===== config.mk =====
export PLATFORM = sky130hd
export DESIGN_NAME = lcd_arbiter_flat
export DESIGN_NICKNAME = d
export VERILOG_FILES = /design/src/rtl/lcd_pkg.sv /design/src/rtl/lcd_arbiter_if.sv /design/src/rtl/lcd_rr_arb.sv /design/src/rtl/lcd_arbiter.sv /design/src/flat_wrapper.sv
export SDC_FILE = /design/constraint.sdc
export NUM_CORES = 1
export LEC_CHECK = 0
export ABC_AREA = 1
export CORE_MARGIN = 10
export CORE_UTILIZATION = 32
export CTS_BUF_LIST = sky130_fd_sc_hd__clkbuf_2
export CTS_CLUSTER_SIZE = 30
export DETAILED_ROUTE_END_ITERATION = 12
export HOLD_SLACK_MARGIN = 0.12
export SETUP_SLACK_MARGIN = 0.5
export SYNTH_ARGS = -nofsm -noshare
export SYNTH_HDL_FRONTEND = slang
export SYNTH_SLANG_ARGS = --single-unit

===== constraint.sdc =====
create_clock -name clk -period 2.49 [get_ports clk]
set_clock_uncertainty 0.15 [all_clocks]
set_input_delay 0.3735 -clock clk [delete_from_list [all_inputs] [get_ports clk]]
set_output_delay 0.3735 -clock clk [all_outputs]
set_load 0.01 [all_outputs]

===== src/rtl/lcd_pkg.sv =====
// Shared types and constants for the LCD bus arbiter: FSM state encoding,
// default bus word width, field positions inside a bus word, and the
// two-way round-robin pick function used by lcd_rr_arb.
package lcd_pkg;

    typedef enum logic [1:0] {
        IDLE      = 2'd0,
        ISSUE     = 2'd1,
        WAIT_DONE = 2'd2
    } state_t;

    // Bus word layout: {rs, rw, data[7:0]}
    localparam int BUS_W_DEF = 10;
    localparam int RS_BIT    = 9;
    localparam int RW_BIT    = 8;
    localparam int DATA_MSB  = 7;

    // One-hot pick between two requesters; ptr=1 favours requester 1 on a tie.
    function automatic logic [1:0] rr_pick(input logic r0, input logic r1, input logic ptr);
        logic [1:0] p;
        p = 2'b00;
        if (r0 && r1) begin
            p = ptr ? 2'b10 : 2'b01;
        end else if (r0) begin
            p = 2'b01;
        end else if (r1) begin
            p = 2'b10;
        end
        return p;
    endfunction

endpackage


===== src/rtl/lcd_arbiter_if.sv =====
// Requester/LCD-side signal bundle of the LCD bus arbiter.
// master: the environment (requesters and LCD controller busy flag).
// slave : the arbiter itself.
interface lcd_arbiter_if #(
    parameter int BUS_W = lcd_pkg::BUS_W_DEF
) ();
    logic             req0;
    logic             req1;
    logic [BUS_W-1:0] word0;
    logic [BUS_W-1:0] word1;
    logic             gnt0;
    logic             gnt1;
    logic             lcd_busy;
    logic             lcd_enable;
    logic [BUS_W-1:0] lcd_bus;
    logic             idle;
    logic             err;

    modport master (
        output req0, req1, word0, word1, lcd_busy,
        input  gnt0, gnt1, lcd_enable, lcd_bus, idle, err
    );

    modport slave (
        input  req0, req1, word0, word1, lcd_busy,
        output gnt0, gnt1, lcd_enable, lcd_bus, idle, err
    );
endinterface


===== src/rtl/lcd_rr_arb.sv =====
// Two-way round-robin selector. The pick is combinational from the
// requests; the fairness pointer only moves when the owner accepts the
// pick (advance), and then points at the requester that did not win.
module lcd_rr_arb
    import lcd_pkg::*;
(
    input  logic       clk,
    input  logic       rst_n,
    input  logic       req0,
    input  logic       req1,
    input  logic       advance,
    output logic [1:0] pick
);
    logic ptr;

    assign pick = rr_pick(req0, req1, ptr);

    // Pointer register: after a grant to 0 favour 1, after a grant to 1 favour 0.
    always_ff @(posedge clk or negedge rst_n) begin
        if (!rst_n) begin
            ptr <= 1'b0;
        end else if (advance) begin
            ptr <= pick[0];
        end
    end
endmodule


===== src/rtl/lcd_arbiter.sv =====
// LCD bus arbiter: grants one of two requesters access to an LCD
// controller, drives the captured word with an enable strobe until the
// controller reports busy, then waits for busy to clear.
// Optional feature macro: LCD_ARB_TIMEOUT_EN -- abandon ISSUE after
// TIMEOUT cycles without busy and raise the sticky err flag.
module lcd_arbiter
    import lcd_pkg::*;
#(
    parameter int BUS_W   = BUS_W_DEF,
    parameter int TIMEOUT = 16
) (
    input  logic         clk,
    input  logic         rst_n,
    lcd_arbiter_if.slave bus
);
    state_t           state_q, state_nx;
    logic             enable_q, enable_nx;
    logic [BUS_W-1:0] lcd_bus_q, lcd_bus_nx;
    logic             gnt0_q, gnt0_nx;
    logic             gnt1_q, gnt1_nx;
    logic             idle_q, idle_nx;
    logic [1:0]       pick;
    logic             advance;

`ifdef LCD_ARB_TIMEOUT_EN
    localparam int CNT_W = (TIMEOUT > 1) ? $clog2(TIMEOUT) : 1;
    logic [CNT_W-1:0] cnt_q, cnt_nx;
    logic             err_q, err_nx;
`endif

    lcd_rr_arb u_rr (
        .clk     (clk),
        .rst_n   (rst_n),
        .req0    (bus.req0),
        .req1    (bus.req1),
        .advance (advance),
        .pick    (pick)
    );

    // Next-state and next-output decode; every output is registered below.
    always_comb begin
        state_nx   = state_q;
        enable_nx  = enable_q;
        lcd_bus_nx = lcd_bus_q;
        gnt0_nx    = 1'b0;
        gnt1_nx    = 1'b0;
        advance    = 1'b0;
`ifdef LCD_ARB_TIMEOUT_EN
        cnt_nx     = cnt_q;
        err_nx     = err_q;
`endif
        case (state_q)
            IDLE: begin
                if (!bus.lcd_busy && (pick != 2'b00)) begin
                    advance    = 1'b1;
                    gnt0_nx    = pick[0];
                    gnt1_nx    = pick[1];
                    lcd_bus_nx = pick[1] ? bus.word1 : bus.word0;
                    enable_nx  = 1'b1;
                    state_nx   = ISSUE;
`ifdef LCD_ARB_TIMEOUT_EN
                    cnt_nx     = '0;
`endif
                end
            end
            ISSUE: begin
                if (bus.lcd_busy) begin
                    enable_nx = 1'b0;
                    state_nx  = WAIT_DONE;
                end
`ifdef LCD_ARB_TIMEOUT_EN
                else if (cnt_q == CNT_W'(TIMEOUT - 1)) begin
                    enable_nx = 1'b0;
                    err_nx    = 1'b1;
                    state_nx  = IDLE;
                end else begin
                    cnt_nx = cnt_q + 1'b1;
                end
`endif
            end
            WAIT_DONE: begin
                if (!bus.lcd_busy) begin
                    state_nx = IDLE;
                end
            end
            default: begin
                state_nx  = IDLE;
                enable_nx = 1'b0;
            end
        endcase
        idle_nx = (state_nx == IDLE);
    end

    // State and output registers.
    always_ff @(posedge clk or negedge rst_n) begin
        if (!rst_n) begin
            state_q   <= IDLE;
            enable_q  <= 1'b0;
            lcd_bus_q <= '0;
            gnt0_q    <= 1'b0;
            gnt1_q    <= 1'b0;
            idle_q    <= 1'b1;
        end else begin
            state_q   <= state_nx;
            enable_q  <= enable_nx;
            lcd_bus_q <= lcd_bus_nx;
            gnt0_q    <= gnt0_nx;
            gnt1_q    <= gnt1_nx;
            idle_q    <= idle_nx;
        end
    end

`ifdef LCD_ARB_TIMEOUT_EN
    // ISSUE watchdog counter and sticky error flag.
    always_ff @(posedge clk or negedge rst_n) begin
        if (!rst_n) begin
            cnt_q <= '0;
            err_q <= 1'b0;
        end else begin
            cnt_q <= cnt_nx;
            err_q <= err_nx;
        end
    end

    assign bus.err = err_q;
`else
    assign bus.err = 1'b0;
`endif

    assign bus.gnt0       = gnt0_q;
    assign bus.gnt1       = gnt1_q;
    assign bus.lcd_enable = enable_q;
    assign bus.lcd_bus    = lcd_bus_q;
    assign bus.idle       = idle_q;
endmodule


===== src/flat_wrapper.sv =====
// flat-port wrapper written by rule: the top's interface ports become plain ports
module lcd_arbiter_flat import lcd_pkg::*;
#(
    parameter int BUS_W   = BUS_W_DEF,
    parameter int TIMEOUT = 16
)
  (clk, rst_n, bus_req0, bus_req1, bus_word0, bus_word1, bus_lcd_busy, bus_gnt0, bus_gnt1, bus_lcd_enable, bus_lcd_bus, bus_idle, bus_err);
  lcd_arbiter_if #(.BUS_W(BUS_W)) bus_i ();
  input  logic clk;
  input  logic rst_n;
  input wire logic [$bits(bus_i.req0)-1:0] bus_req0;
  input wire logic [$bits(bus_i.req1)-1:0] bus_req1;
  input wire logic [$bits(bus_i.word0)-1:0] bus_word0;
  input wire logic [$bits(bus_i.word1)-1:0] bus_word1;
  input wire logic [$bits(bus_i.lcd_busy)-1:0] bus_lcd_busy;
  output wire logic [$bits(bus_i.gnt0)-1:0] bus_gnt0;
  output wire logic [$bits(bus_i.gnt1)-1:0] bus_gnt1;
  output wire logic [$bits(bus_i.lcd_enable)-1:0] bus_lcd_enable;
  output wire logic [$bits(bus_i.lcd_bus)-1:0] bus_lcd_bus;
  output wire logic [$bits(bus_i.idle)-1:0] bus_idle;
  output wire logic [$bits(bus_i.err)-1:0] bus_err;
  assign bus_i.req0 = bus_req0;
  assign bus_i.req1 = bus_req1;
  assign bus_i.word0 = bus_word0;
  assign bus_i.word1 = bus_word1;
  assign bus_i.lcd_busy = bus_lcd_busy;
  assign bus_gnt0 = bus_i.gnt0;
  assign bus_gnt1 = bus_i.gnt1;
  assign bus_lcd_enable = bus_i.lcd_enable;
  assign bus_lcd_bus = bus_i.lcd_bus;
  assign bus_idle = bus_i.idle;
  assign bus_err = bus_i.err;
  lcd_arbiter #(.BUS_W(BUS_W), .TIMEOUT(TIMEOUT)) u_core (.clk(clk), .rst_n(rst_n), .bus(bus_i));
endmodule

==> reports/metrics.csv <==
stage,metric,value,unit
run_status,status,"finished, final reports clean",
synth,synth.net_count,146,
synth,ys_seq_elements,17,
grt,grt_pass1_wl,3836,um
grt,antenna_found_initial,0,
critical_path,critPathMaxFanout,1,
run,cap_violations,0,
place,portBuffers,38,
clock_tree,htreeDepth,1,
critical_path,r2r_cells,6,
synth,synthTopCellsByArea,"dfrtp_1 44%, nand2_1 16%, nand3_1 11%",
detailed_routing,wl,2351,um
pwr,p_per_area,610.9,nW/um^2
sta,fmax,533.5,MHz
floorplan,ioPinCount,40,
detailed_routing,drcViolationCount,0,
sta,drv_slew,0,
sta,setup_viol,0,
critical_path,critPathCapture,bus_idle,
hold_path,hold_path.class,input pin to asynchronous set/reset pin,
synth,yosys-top-cells-count,"38 x nand2_1, 25 x inv_1, 19 x nand3_1",
critical_path,crit_start,u_core.bus.idle,
synth,async_reset_ff_share,100.0,%
critical_path,reg2reg_from,u_core.u_rr.ptr,
critical_path,crit_arrival,1350,ps
clock_tree,holdBufCountCts,0,
detailed_routing,drtAntennaViolNets,0,
detailed_routing,vias_per_cell,4.337,
floorplan,die_w,73.10,um
synth,yosys.area.top_type,dfrtp_1,
synth,ys.flop_type,dfrtp_1,
synth,synth.most_common_cell,nand2_1,
critical_path,end_kind,primary output,
clock_tree,clock_path_buffers,2,
clock_tree,numCtsBuffers,3,
detailed_routing,wl_per_cell,12.37,um
place,dp_hpwl,1906,um
critical_path,crit_type,flip-flop to primary output,
synth,synth_edf_count,0,
synth,synthDistinctLibCells,15,
sta,min_period_over_period,75.27,%
grt,grt_max_degree,18,
sta,fin_crit,1874,ps
sta,worst_slew_pin_slew,755.9,ps
place,gp_congestion,0.7420,
synth,synth_seq_area_share,47.30,%
critical_path,reg2reg_slack,970,ps
cells_and_area,n_antenna_cell,0,
clock_tree,clk_pin_slew,170,ps
cells_and_area,layout-drive-gt1-share,8.176,%
clock_tree,clock_latency,280,ps
critical_path,required,1970,ps
critical_path,crit_path_start_kind,flip-flop,
critical_path,path_buf_inv,1,
clock_tree,post_cts_buffers,0,
critical_path,cp_slowest_cell,dfstp_2,
detailed_routing,drt-pass1-iter-count,4,
synth,yosysTopAreaCellShare,44.38,%
synth,ys_warn_count,0,
critical_path,crit_chain,clkdlybuf4s50_1,
place,placed_cells,186,
floorplan,die-area,5343,sq um
floorplan,initial_utilization,33.00,%
cells_and_area,instances_no_fill,190,
floorplan,rows,19,
critical_path,slowest_delay,540,ps
critical_path,crit_cells,1,
pwr,leakagePower,0.7102,nW
cells_and_area,final_nets,185,
clock_tree,cts_resized,0,
floorplan,core,2734,sq um
detailed_routing,drt_iter0_drc,54,
clock_tree,clock-sinks,17,
grt,grt_overflow,0,
cells_and_area,syn2layout_area_growth,46.19,%
clock_tree,tritoncts,built,
sta,setup-tns-final,0,ps
critical_path,r2r-end,u_core.bus.lcd_bus[5],
detailed_routing,via_count,824,
critical_path,critical-path-top-delay-family,flip-flops,
floorplan,die_h,73.10,um
grt,track_usage,8.602,%
sta,max_slew_margin,49.45,%
synth,synthCells,121,
pwr,ir_worst_vdd,0.3330,mV
grt,first_global_vias,846,
sta,rsz0062_at_grt,false,
sta,finalHoldViolations,0,
clock_tree,cts_root_buf,clkbuf_2,
synth,synth_area_per_cell,7.455,sq um
synth,synth_area,902.1,sq um
[cell type report]
type	count	area (sq um)
repair buffers	39	387.9
inverters	27	101.3
flip-flops and latches	17	426.7
well taps	31	38.79
fillers	268	1415
clock buffers	4	20.02
multi-input cells	72	344.1
[power breakdown]
| group | switching, mW | internal [mW] | leakage [nW] |
|---|---|---|---|
| clock | 0.0876 | 0.0426 | 0.0166 |
| sequential | 0.0336 | 0.337 | 0.210 |
| combinational | 0.141 | 0.165 | 0.484 |
| total | 0.262 | 0.544 | 0.710 |
[cells in the final DEF, fill, tap and decap left out]
| master | netlist | layout |
|---|---|---|
| nand2_4 | 1 | 1 |
| clkdlybuf4s50_1 | 0 | 38 |
| nand3_2 | 2 | 2 |
| nor2_4 | 1 | 1 |
| nor2_8 | 1 | 1 |
| dfrtp_1 | 16 | 16 |
| nand3_1 | 19 | 19 |
| inv_2 | 2 | 2 |
| conb_1 | 1 | 1 |
| o21ai_0 | 5 | 5 |
| nor2_1 | 4 | 4 |
| buf_4 | 2 | 1 |
| inv_1 | 25 | 25 |
| nand2_1 | 38 | 38 |
| dfstp_2 | 1 | 1 |
| clkbuf_2 | 0 | 4 |
[kinds of logic (layout without fill, tap and decap cells)]
| logic type | Yosys count | in the layout | synth area share (%) |
|---|---|---|---|
| buf+inv | 32 | 70 | 14.56 |
| simple gates | 66 | 66 | 34.95 |
| compound gates | 5 | 5 | 2.773 |
| flops | 17 | 17 | 47.30 |
| other cells | 1 | 1 | 0.4157 |
[stage by stage]
stage	worst slack, ps	power (mW)	utilization [%]	hold WS [ps]	cell area [sq um]
floorplan	1301	0.5132	-	-72.09	902.1
global placement	572.7	0.6828	47.51	305.6	1299
detailed placement	498.4	0.6869	47.51	315.8	1299
CTS	590.2	0.8176	48.24	353.6	1319
global route	553.3	0.8634	48.24	368.7	1319
finish	615.7	0.8056	48.24	345.7	1319
[routing by layer]
| metal | share of wire (%) | wire length (um) | global-route usage [%] | up-vias |
|---|---|---|---|---|
| met5 | 0 | 0 | 0 | - |
| met4 | 1.0 | 24 | 3.797 | 0 |
| met3 | 6.4 | 150 | 1.633 | 2 |
| met2 | 52 | 1224 | 14.80 | 22 |
| met1 | 40 | 952 | 9.984 | 365 |
| li1 | - | - | - | 435 |
[sequential cells by signal (all words and copies together) (netlist names)]
signal,flops
u_core.bus.gnt0,1
u_core.u_rr.ptr,1
u_core.bus.gnt1,1
u_core.bus.idle,1
u_core.bus.lcd_bus,10
u_core.state_q,2
u_core.bus.lcd_enable,1
[worst min-delay path by stage]
stage | cells after the start | from | slack (ps) | endpoint
2_1_floorplan | 0 | rst_n | -70 | u_core.bus.gnt0
3_3_place_gp | 2 | u_core.bus.lcd_enable | 310 | u_core.bus.lcd_enable
5_1_grt | 2 | u_core.bus.lcd_enable | 370 | u_core.bus.lcd_enable
6_report | 1 | rst_n | 350 | u_core.bus.lcd_bus[9]
4_1_cts | 2 | u_core.bus.lcd_enable | 350 | u_core.bus.lcd_enable
3_5_place_dp | 2 | u_core.bus.lcd_enable | 320 | u_core.bus.lcd_enable
Power figures use the tool's default switching activity.
